[config.mk]
export PLATFORM = sky130hd
export DESIGN_NAME = vardelay
export DESIGN_NICKNAME = d
export VERILOG_FILES = /design/src/rtl/vardelay.sv
export SDC_FILE = /design/constraint.sdc
export NUM_CORES = 1
export LEC_CHECK = 0
export ABC_AREA = 0
export ABC_CLOCK_PERIOD_IN_PS = 3150
export CAP_MARGIN = 20
export CELL_PAD_IN_SITES_DETAIL_PLACEMENT = 1
export CELL_PAD_IN_SITES_GLOBAL_PLACEMENT = 1
export CORE_MARGIN = 2
export CORE_UTILIZATION = 46
export CTS_BUF_LIST = sky130_fd_sc_hd__clkbuf_2
export CTS_CLUSTER_DIAMETER = 50
export DETAILED_ROUTE_END_ITERATION = 8
export PLACE_DENSITY = 0.95
export RECOVER_POWER = 50
export REMOVE_ABC_BUFFERS = 1
export SETUP_SLACK_MARGIN = 0.3
export SLEW_MARGIN = 20
export SYNTH_ARGS = -nofsm -noshare
export SYNTH_HDL_FRONTEND = slang
export SYNTH_SLANG_ARGS = --single-unit
export TNS_END_PERCENT = 50
[constraint.sdc]
create_clock -name clk -period 3.15 [get_ports clk]
set_input_delay 0.63 -clock clk [delete_from_list [all_inputs] [get_ports clk]]
set_output_delay 0.63 -clock clk [all_outputs]
set_load 0.03 [all_outputs]
[src/rtl/vardelay.sv]
// rtl/vardelay.sv - variable-length delay line with runtime tap select and optional output register
module vardelay #(
    parameter int W        = 1,
    parameter int NMAX     = 8,
    parameter bit CLR_DATA = 1'b1,
    parameter bit OUTREG   = 1'b0,
    localparam int DW      = $clog2(NMAX + 1)
) (
    input  logic          clk,
    input  logic          clr_n,
    input  logic          step,
    input  logic          flush,
    input  logic [DW-1:0] dly,
    input  logic          in_valid,
    input  logic [W-1:0]  in,
    output logic          out_valid,
    output logic [W-1:0]  out
);
    localparam logic [DW-1:0] DMAX = DW'(NMAX);

    logic [W-1:0]  sdata [1:NMAX];
    logic [NMAX:1] svalid;
    logic [DW-1:0] tap;
    logic [W-1:0]  sel_data;
    logic          sel_valid;

    // flush only drops valid bits so held data costs no extra muxing
    always_ff @(posedge clk) begin
        if (!clr_n) begin
            svalid <= '0;
            if (CLR_DATA) begin
                for (int k = 1; k <= NMAX; k++) begin
                    sdata[k] <= '0;
                end
            end
        end else if (flush) begin
            svalid <= '0;
        end else if (step) begin
            sdata[1]  <= in;
            svalid[1] <= in_valid;
            for (int k = 2; k <= NMAX; k++) begin
                sdata[k]  <= sdata[k-1];
                svalid[k] <= svalid[k-1];
            end
        end
    end

    assign tap = (dly > DMAX) ? DMAX : dly;

    // tap 0 falls through to the live input
    always_comb begin
        sel_data  = in;
        sel_valid = in_valid;
        for (int k = 1; k <= NMAX; k++) begin
            if (tap == DW'(k)) begin
                sel_data  = sdata[k];
                sel_valid = svalid[k];
            end
        end
    end

    generate
        if (OUTREG) begin : g_outreg
            logic [W-1:0] q_data;
            logic         q_valid;

            always_ff @(posedge clk) begin
                if (!clr_n) begin
                    q_valid <= 1'b0;
                    if (CLR_DATA) begin
                        q_data <= '0;
                    end
                end else begin
                    q_data  <= sel_data;
                    q_valid <= sel_valid & ~flush;
                end
            end

            assign out       = q_data;
            assign out_valid = q_valid;
        end else begin : g_comb
            assign out       = sel_data;
            assign out_valid = sel_valid;
        end
    endgenerate

endmodule

=== Word level (Yosys, flattened, before mapping) ===
Memories as Yosys holds them, arrays and structs flattened.
Index checks and enable logic that the tools add are counted.

* Register bits: 8
* RAM bits: 8
* Bits of input ports: 10
* Output and inout port bits: 2
* Word-level logic and storage cells: 51
* Memories kept: 1

* Order comparisons: 1
* Equal/unequal tests: 8
* Mux-type cells: 30
* Bitwise gates (word level): 9
* Reductions and logical operators: 1

{| class="wikitable"
|+ Memories
! name !! depth !! width !! read ports !! clocked after Yosys merged registers in !! write ports !! line !! RTL
|-
| sdata || 8 || 1 || 8 || 0 || 8 || 21 || <nowiki>logic [W-1:0] sdata [1:NMAX];</nowiki>
|}

{| class="wikitable"
|+ Operator list
! cell !! number
|-
| $mux 1 || 29
|-
| $eq 4x3->1 const B || 4
|-
| $eq 4x2->1 const B || 2
|-
| $or 1x1->1 || 8
|-
| $eq 4x1->1 const B || 1
|-
| $eq 4x4->1 const B || 1
|-
| $gt 4x4->1 const B || 1
|-
| $mux 4 || 1
|-
| $reduce_or 2->1 || 1
|-
| $not 1->1 || 1
|}

=== Depth between registers and ports, before layout ===
Gate-level depths: netlist (run 1).

* Word-level depth: 11
* Gate-level depth with buffers: 5
* Mapped depth without buffers: 4

=== Worst setup path after synthesis (run 1) ===
OpenSTA, ideal clock, no wires.

* Path kind: input port to output port
* Start point: input port dly[3]
* End point: output port out_valid
* Arrival: 1872 ps
* Required time: 2520 ps
* Setup slack: 648 ps
* Stages on the path: 5
* Buffers on the path: 1
* Cell sequence: buf_6 > nor4b_2 > o21ai_1 > o2111a_1 > o41ai_2

* Cells in the longest elaborated chain, start to end: 11

{| class="wikitable"
|+ RTL lines
! element !! line !! RTL
|-
| from (decl) || 13 || <nowiki>input logic [DW-1:0] dly,</nowiki>
|-
| $gt 4x4->1 || 48 || <nowiki>assign tap = (dly > DMAX) ? DMAX : dly;</nowiki>
|-
| $mux 4 (*) || 48 ||
|-
| $eq 4x1->1 || 55 || <nowiki>if (tap == DW'(k)) begin</nowiki>
|-
| $mux 1 (7 in series) || 55 ||
|-
| $mux 1 (*) || 55 ||
|-
| to (decl) || 16 || <nowiki>output logic out_valid,</nowiki>
|}

Mark *: on every way between the ends. The rest lies on a longest branch, timed or not.

=== Worst setup path in the final report (run 1) ===
* Start point: input port dly[0]
* End point: output port out_valid

Same word-level chain as after synthesis.

==> results of run 1 <==
cell usage after synthesis, drive strengths merged:
master | instances | area (µm²)
o41ai | 1 | 16.3
clkbuf | 2 | 7.51
a21oi | 2 | 10.0
and3 | 8 | 50.1
o21bai | 1 | 7.51
o2111a | 1 | 11.3
mux4 | 1 | 22.5
nand4 | 1 | 6.26
and2 | 1 | 6.26
mux2 | 1 | 11.3
o21ai | 5 | 25.0
inv | 2 | 7.51
mux2i | 8 | 80.1
o31ai | 2 | 15.0
nor4b | 1 | 15.0
o211ai | 1 | 7.51
nand2 | 5 | 18.8
dfxtp | 8 | 160
edfxtp | 8 | 240
nor2 | 12 | 47.6
nand2b | 1 | 6.26
nor2b | 2 | 12.5
nor3b | 4 | 30.0
nand3 | 1 | 5.00
buf | 5 | 38.8
stage by stage:
stage | hold WS, ns | std cells
floorplan | 0.460 | 77
global placement | 0.476 | 119
detailed placement | 0.506 | 119
CTS | 0.539 | 123
global route | 0.588 | 123
finish | 0.537 | 123
cell families after synthesis:
kind of cell	Yosys count	share of synthesized area
simple gates	36	0.230
compound gates	13	0.108
mux	10	0.133
flops	16	0.466
buf+inv	9	0.0627
flip-flops by register name (all words and copies together) (netlist names):
register and cells:
sdata 8, svalid 8
how the worst max path moves through the flow:
stage / start / end / slack, ns / cells past startpoint
5_1_grt: dly[0] / out_valid / 0.26 / 7
4_1_cts: dly[0] / out / 0.30 / 5
6_report: dly[0] / out_valid / 0.34 / 6
3_5_place_dp: dly[1] / out / 0.02 / 6
3_3_place_gp: dly[0] / out / 0.13 / 5
2_1_floorplan: dly[1] / out_valid / 0.71 / 4
final cells by class:
| cell class | count | area, µm² |
|---|---|---|
| Clock buffer | 4 | 20.0 |
| Fill cell | 202 | 737 |
| Inverter | 2 | 7.51 |
| Multi-Input combinational cell | 59 | 407 |
| Sequential cell | 16 | 400 |
| Tap cell | 25 | 31.3 |
| Timing Repair Buffer | 17 | 143 |
power groups by stage:
stage	clock [mW]	sequential [mW]	combinational, mW
5_1_grt	0.110	0.231	0.0705
2_1_floorplan	0	0.232	0.0295
3_3_place_gp	0	0.234	0.0642
3_5_place_dp	0	0.234	0.0680
6_report	0.0981	0.230	0.0654
4_1_cts	0.0991	0.230	0.0663
per-layer routing:
layer	GRT usage	vias up	wire, µm
met5	0	-	0
met2	0.362	15	1020
met1	0.242	334	851
met4	0.0667	0	10
met3	0.0346	2	75
li1	-	329	-
timing repair:
item / in CTS / in global routing
hold buffers: 0 / 0
resized for setup: 6 / 3
endpoints found under the setup margin: 2 / 2
cloned: 0 / 0
==> reports/summary.txt, run 1 <==
run status: finished, final reports clean
TritonCTS clock tree: done
Overflow after GRT: 0
Mean Syn Cell Area: 10.2 µm²
die area: 2230 µm²
maximum vdd drop: 0.201 mV
CP endpoint kind: output port
clock sink total: 16
via count of the routed design: 680
reg2reg end: sdata[0][7]$_DFFE_PP_
worst skew pair latency: 0.28 ns
Ys Warns: 0
R2R Path Start: sdata[0][6]$_DFFE_PP_
IO buf count: 11
vias in the first global route: 698
largest net degree at the start of global routing: 18
DIE HEIGHT: 47.2 µm
Worst Path Required: 2.52 ns
core area: 1750 µm²
CP max stage cell: clkdlybuf4s50_1
Pleak: 0.420 nW
vias per cell: 5.53
Period minus WS final: 2.81 ns
Final Skew: 0.00796 ns
Post-CTS Setup Inserts: 0
router iterations before antenna repair: 4
combinational share of power: 0.166
final worst slack: 0.336 ns
reg2reg path depth: 1
global-route wire length before repair: 3.06 mm
internal power: 290 µW
clk buf depth: 2
final period utilization: 0.893
initial antenna violation count: 0
pwr dens: 390 nW/µm²
maxcap violations: 0
total CTS buffers: 3
placed inst area: 996 µm²
total track usage: 0.201
worst path buffer plus inverter count: 3
Post-Route Utilization: 0.578
WL per Instance: 15.9 µm
drt drc: 0
gpl congestion: 0.784
clk slew on worst S/H paths: 0.15 ns
Clk pwr share: 0.249
final-report hold violation count: 0
critical path's top delay family: buffers and inverters
IO Pins: 12
Hold Path Sink: svalid[8]$_SDFFE_PP0P_
slowest stage delay, CP: 0.52 ns
Arr. time, crit path: 2.18 ns
worst hold path stage count: 2
Post-Syn Area: 858 µm²
Rows: 15
share of cells above drive strength 1: 0.184
CP dominant cell by count: buf_4
drt total wl: 1.96 mm
actual slew at the worst max-slew pin: 0.854 ns
Synth Instances: 84
starting density of the core: 0.492
Reg2Reg Setup Slack: 2.30 ns
fmax: 355 MHz
critical path type: in -> out
Sw Share: 0.263
setup_tns: 0 ns
Critical Path, Cell by Cell: clkdlybuf4s50_1 -> buf_4 -> a21oi_1 -> o2111a_1 -> o41ai_2 -> buf_4
Die W: 47.2 µm
ant diodes: 0
Yosys cell types: 29
Post-DP HPWL: 1.52 mm
Slew Viols, Final: 0
min-delay worst type: reg -> reg
Hold Crit Start: svalid[8]$_SDFFE_PP0P_
# setup viols final: 0
Slew headroom: 0.430
H-tree depth: 1
commonest non-fill, non-tap cells in the layout: nor2_1, and3_1, mux2i_1, edfxtp_1, dfxtp_1
Area Growth Syn to Fin: 17.5%
CP max FO: 8
fin area: 1010 µm²
most common cell after layout, fill and taps aside: nor2_1
sequential share of the synthesized area: 0.466
number of synthesized register bits: 16
part of the power in registers: 0.584
root buffer cell: clkbuf_2
Sw Pwr: 104 µW
dpl ws: 0.0209 ns
final net count: 109
initial DRC count: 11
post-route antenna net violation count: 0
unrepaired setup endpoints after global routing: true
Tot Pwr: 393 µW
Critical Path Start Type: input pin
Power figures use the tool's default switching activity.
==> inputs of run 2 (changes only) <==
ABC_CLOCK_PERIOD_IN_PS = not set   (was 3150)
==> results of run 2 <==
No change in the layout: final DEF, timing and power equal those of run 1.
==> inputs of run 3 (changes only) <==
SKIP_CTS_REPAIR_TIMING = 1   (was not set)
==> reports/summary.txt, run 3 (synthesized netlist as in run 1, its figures left out) <==
run status: finished, final reports clean
Worst Path Required: 2.52 ns (about the same)
vias per cell: 5.63 (+1.8%)
die area: 2230 µm² (unchanged)
worst skew pair latency: 0.28 ns (about the same)
Period minus WS final: 2.77 ns (-0.0471 ns)
root buffer cell: clkbuf_2
TritonCTS clock tree: done
Post-Route Utilization: 0.589 (+0.0108)
Critical Path, Cell by Cell: dlymetal6s2s_1 -> buf_4 -> nor4b_2 -> o21ai_1 -> o2111a_1 -> o41ai_2 -> buf_4
H-tree depth: 1 (unchanged)
starting density of the core: 0.492 (unchanged)
Die W: 47.2 µm (unchanged)
final period utilization: 0.878 (-0.0150)
highest metal used: met4
Reg2Reg Setup Slack: 2.30 ns (about the same)
Slew headroom: 0.433 (+0.00253)
CP max stage cell: o41ai_2
Tot Pwr: 395 µW (+0.51%)
largest registers: sdata (8), svalid (8)
IO buf count: 11 (unchanged)
total track usage: 0.202 (+0.000789)
Area Growth Syn to Fin: 19.7%
Critical Path Start Type: input pin
Multi-input gate area: 407 µm² (unchanged)
ant diodes: 0 (unchanged)
initial DRC count: 11 (unchanged)
core area: 1750 µm² (unchanged)
drt total wl: 1.97 mm (+0.51%)
drt drc: 0 (unchanged)
router iterations before antenna repair: 4 (unchanged)
commonest non-fill, non-tap cells in the layout: nor2_1, and3_1, mux2i_1, edfxtp_1, dfxtp_1
via count of the routed design: 692 (+1.8%)
share of cells above drive strength 1: 0.163 (-0.0204)
metal2 WL: 1.03 mm (+0.78%)
gpl congestion: 0.784 (unchanged)
final-report hold violation count: 0 (unchanged)
fin cells: 123 (unchanged)
Slew Viols, Final: 0 (unchanged)
fin area: 1030 µm² (+1.9%)
global-route wire length before repair: 3.08 mm (+0.46%)
Pleak: 0.466 nW (+11%)
CP dominant cell by count: buf_4
dpl ws: 0.0209 ns (unchanged)
total CTS buffers: 3 (unchanged)
Overflow after GRT: 0 (unchanged)
metal3 WL: 97 µm (+29%)
final worst slack: 0.383 ns (+0.0471 ns)
initial antenna violation count: 0 (unchanged)
worst path buffer plus inverter count: 3 (unchanged)
actual slew at the worst max-slew pin: 0.851 ns (-0.00380 ns)
setup_tns: 0 ns (unchanged)
min-delay worst type: reg -> reg
Hold Path Sink: svalid[6]$_SDFFE_PP0P_
Post-DP HPWL: 1.52 mm (unchanged)
CP max FO: 7 (-1)
Hold Crit Start: svalid[6]$_SDFFE_PP0P_
maxcap violations: 0 (unchanged)
Arr. time, crit path: 2.14 ns (-0.04 ns)
Final Skew: 0.0103 ns (+0.00233 ns)
clk buf depth: 2 (unchanged)
fmax: 361 MHz (+1.7%)
clk slew on worst S/H paths: 0.15 ns (about the same)
DIE HEIGHT: 47.2 µm (unchanged)
clock sink total: 16 (unchanged)
placed inst area: 996 µm² (unchanged)
vias in the first global route: 698 (unchanged)
Placed Cells incl. Taps: 119 (unchanged)
Sequential cell area: 400 µm² (unchanged)
CP endpoint kind: output port
slowest stage delay, CP: 0.34 ns (-0.18 ns)
final net count: 109 (unchanged)
WL per Instance: 16.0 µm (+0.51%)
post-route antenna net violation count: 0 (unchanged)
Hold WS: 0.542 ns (+0.00470 ns)
critical path's top delay family: buffers and inverters
worst hold path stage count: 2 (unchanged)
unrepaired setup endpoints after global routing: false
# setup viols final: 0 (unchanged)
Rows: 15 (unchanged)
IO Pins: 12 (unchanged)
most common cell after layout, fill and taps aside: nor2_1
largest net degree at the start of global routing: 18 (unchanged)
DRT met1 WL: 831 µm (-2.4%)
reg2reg end: sdata[0][2]$_DFFE_PP_
FILL cells: 199 (-1.5%)
critical path type: in -> out
R2R Path Start: sdata[0][1]$_DFFE_PP_
maximum vdd drop: 0.201 mV (about the same)
pwr dens: 385 nW/µm² (-1.3%)
reg2reg path depth: 1 (unchanged)
==> run 3: layout make-up <==
type | instances | share of cell area
Multi-Input combinational cell | 59 | 0.396
Sequential cell | 16 | 0.390
Timing Repair Buffer | 17 | 0.157
Tap cell | 25 | 0.0305
Clock buffer | 4 | 0.0195
Inverter | 2 | 0.00731
==> run 3: worst max-delay path by stage <==
| stage | start | endpoint | slack [ns] | cells past startpoint |
|---|---|---|---|---|
| after floorplan | dly[1] | out_valid | 0.71 | 4 |
| after global placement | dly[0] | out | 0.13 | 5 |
| after detailed placement | dly[1] | out | 0.02 | 6 |
| after CTS | dly[0] | out | 0.02 | 7 |
| after global routing | dly[1] | out_valid | 0.34 | 7 |
| final | dly[1] | out_valid | 0.38 | 7 |
==> run 3: per-layer routing <==
| layer | vias up | GRT usage |
|---|---|---|
| li1 | 328 | - |
| met2 | 22 | 0.364 |
| met5 | - | 0 |
| met3 | 2 | 0.0346 |
| met1 | 340 | 0.242 |
| met4 | 0 | 0.0667 |
==> run 3: report_power, final <==
group / internal, mW / switching (mW) / total [mW]
clock network: 0.0337 / 0.0649 / 0.0985
registers: 0.226 / 0.00409 / 0.230
logic: 0.0320 / 0.0350 / 0.0670
total: 0.292 / 0.104 / 0.395
==> patch 1 (config.mk and constraints of run 3) <==
Register the output `out_valid`; this adds one clock of latency there. The other outputs are not delayed to match.
--- a/src/rtl/vardelay.sv
+++ b/src/rtl/vardelay.sv
@@ -18,4 +18,6 @@
 );
     localparam logic [DW-1:0] DMAX = DW'(NMAX);
+
+    logic out_valid_d;
 
     logic [W-1:0]  sdata [1:NMAX];
@@ -78,11 +80,15 @@
 
             assign out       = q_data;
-            assign out_valid = q_valid;
+            assign out_valid_d = q_valid;
         end else begin : g_comb
             assign out       = sel_data;
-            assign out_valid = sel_valid;
+            assign out_valid_d = sel_valid;
         end
     endgenerate
 
+    always_ff @(posedge clk) begin
+        out_valid <= out_valid_d;
+    end
+
 endmodule
 
Function: changed (Yosys sat finds a counterexample within 4 cycles, from zero or initial values).
==> patch 1 against run 3 <==
Register-to-register slack lost 0.28 ns; area after synthesis increased by 0.44%; worst setup slack gained 0.056 ns; hold slack improved by 0.0093 ns; core utilization is 1.1 points lower; wire length fell by 3.7%; final area shrank 1.8%; count of clock-buffer cells in the layout is 1 lower; total power up 3.4%; sequential cell count up 1; largest cell class is now registers.
==> patch 1: results <==
drt:
  wl_met2_microns: 937
  vias: 654
  met1_length_microns: 900
  wl_per_cell_microns: 15.8
worst_setup_path:
  worst-endpoint-arrival_ns: 2.08
  r2r_start: "svalid[6]"
  path_max_fanout: 10
  r2r_end: "out_valid"
  r2r_cells: 4
  r2r_setup_slack_ns: 2.02
  endpoint: "out"
synth:
  synth_compound_area_share_pct: 13.4
  synth_area_leaders: "edfxtp_1, dfxtp_1, mux2i_1"
  synthFlopType: "dfxtp_1"
  syn_avg_cell_area_sq_um: 10.4
  synth.area.mux_share_pct: 12.9
  netlist_top_cells_count: "mux2i_1, dfxtp_1, nor2_1"
  ys_seq_area_share_pct: 48.8
finish:
  n_fill_cell: 201
  layout-drive-gt1-share_pct: 8.42
  final_nets: 106
  reg_top3: "sdata x8, svalid x8, out_valid x1"
sta:
  final.min_clock_period_ns: 2.71
  final.setup_skew_ns: 0.00110
  tightest_slew_ns: 0.801
placement:
  place_congestion: 0.894
  dp.cells: 116
  post_dp_cell_area_sq_um: 987
  dpl.hpwl_mm: 1.42
  dp_slack_ns: 0.278
run_status:
  status: "completed"
clock_tree:
  cts_root_buf: "clkbuf_2"
global_routing:
  met1_usage_pct: 28.0
  use_met2_pct: 29.7
  grt_pass1_wl_mm: 3.06
  grt_use_met3_pct: 1.54
pwr:
  vdd_drop_max_v: 0.000255
  powerDensity_nw_per_um2: 405
## patch 1: worst min-delay path by stage
stage | start | endpoint | slack (ns) | cells past startpoint
global placement | svalid[8] | out_valid | 0.48 | 1
CTS | svalid[4] | svalid[4] | 0.55 | 2
global route | svalid[8] | out_valid | 0.57 | 1
finish | svalid[4] | svalid[4] | 0.55 | 2
floorplan | svalid[8] | out_valid | 0.45 | 1
detailed placement | svalid[8] | out_valid | 0.51 | 1
## patch 1: area by class of cell
type / count / area share, %
Tap cell: 25 / 3.10
Inverter: 2 / 0.744
Sequential cell: 17 / 41.7
Multi-Input combinational cell: 58 / 39.5
Clock inverter: 1 / 0.496
Timing Repair Buffer: 14 / 13.0
Clock buffer: 3 / 1.49
## patch 1: power by group
group	switching, uW	internal (uW)
Sequential	4.23	239
Clock	71.4	28.8
Combinational	33.8	31.0
Total	109	299
## patch 1: worst max-delay path: stages
cell and delay [ns]:
clkdlybuf4s50_1 0.58, or3_1 0.43, a32oi_1 0.18, o21ai_1 0.09, buf_4 0.17
==> patch 2 (flow settings as in run 3) <==
Without the edit above. Set the parameter `OUTREG` to 1'b1 (it was 1'b0).
--- a/src/rtl/vardelay.sv
+++ b/src/rtl/vardelay.sv
@@ -4,5 +4,5 @@
     parameter int NMAX     = 8,
     parameter bit CLR_DATA = 1'b1,
-    parameter bit OUTREG   = 1'b0,
+    parameter bit OUTREG   = 1'b1,
     localparam int DW      = $clog2(NMAX + 1)
 ) (
Check against the original RTL: not equivalent (Yosys sat finds a counterexample within 4 cycles, from zero or initial values).
==> patch 2 against run 3 <==
Final area down 0.49%; synthesized cell count up 1.2%; sequential power up 12%; wire length down 13%; sequential cell count up 2; area after synthesis up 6.3%; worst setup slack better by 0.47 ns; total power up 6.2%.
==> patch 2: results <==
run_status:
  status: "completed"
worst_setup_path:
  cpMaxStageDelayCell: "o21ai_1"
  r2r_start: "svalid[3]"
  path_max_fanout: 9
  cpPeakStageDelay_ns: 0.63
  startpoint: "step"
  r2r_setup_slack_ns: 1.94
  r2r_cells: 4
  worst-endpoint-arrival_ns: 2.26
drt:
  met1_length_microns: 806
  top_layer: "met4"
  vias_per_cell: 5.21
  drt_iter0_markers: 6
  first_pass_iters: 3
  wl_met3_microns: 37
  wl_per_cell_microns: 14.1
  wl_met2_microns: 833
pwr:
  vdd_drop_max_v: 0.000230
  net-switching-power_uw: 106
synth:
  synth_area_leaders: "edfxtp_1, dfxtp_1, mux2i_1"
  syn_avg_cell_area_sq_um: 10.7
  ys_seq_area_share_pct: 48.3
  synth_most_common_cell: "mux2i_1"
  synthFlopType: "dfxtp_1"
  synth.area.mux_share_pct: 13.2
  synth_cell_types: 28
placement:
  port_buffers: 11
  dp_slack_ns: 0.817
  dpl.hpwl_mm: 1.28
  place_congestion: 0.843
  dp.cells: 117
global_routing:
  met1_usage_pct: 20.7
  grt_use_met3_pct: 2.47
  grt_usage_pct: 16.8
  grt_max_degree: 17
  grt_pass1_wl_mm: 3.02
  use_met2_pct: 28.5
finish:
  layout-drive-gt1-share_pct: 7.45
  n_all_buffers: 12
  multi_input_area_share_pct: 39.8
  nMultiInputCombCells: 58
  seq_area_sq_um: 440
  final_nets: 105
  final-clk-cell-share_pct: 1.96
  bufAreaShareNonClock_pct: 11.1
  n_fill_cell: 232
  fin_area_sq_um: 1020
sta:
  final.setup_skew_ns: 0.000247
  max-slew-margin-rel_pct: 49.3
  hold_slack_ns: 0.472
worst_hold_path:
  holdPathEnd: "out_valid"
  hp-start: "svalid[8]"
clock_tree:
  htreeDepth: 1
  clk_pin_slew_ns: 0.18
  cts.sinks: 18
## patch 2: cell types whose count changed after synthesis, sizes merged, moves of 2 or more
cell,run 3,this run
a31oi,0,2
a21oi,2,4
nor3,0,2
and2,1,8
nor2,12,9
mux2i,8,12
o21ai,5,2
a21boi,0,2
nor3b,4,1
dfxtp,8,10
and3,8,0
## patch 2: power groups by stage
stage	registers, uW	logic [uW]	clock network (uW)
2_1_floorplan	263	26.5	0
3_3_place_gp	262	57.5	0
3_5_place_dp	262	60.2	0
4_1_cts	257	60.5	107
5_1_grt	259	64.5	119
6_report	257	59.1	104
## patch 2: how the worst max path moves through the flow
stage	endpoint	slack [ns]
finish	sdata[0][4]	0.85
global route	sdata[0][4]	0.66
CTS	out_valid	1.13
detailed placement	sdata[0][1]	0.82
global placement	out_valid	0.87
floorplan	sdata[0][1]	1.70
## patch 2: kinds of logic after synthesis
logic type,Yosys count
buffers and inverters,9
multiplexers,12
flip-flops,18
AND/OR/NAND/NOR,28
AO/OA/AOI/OAI,18
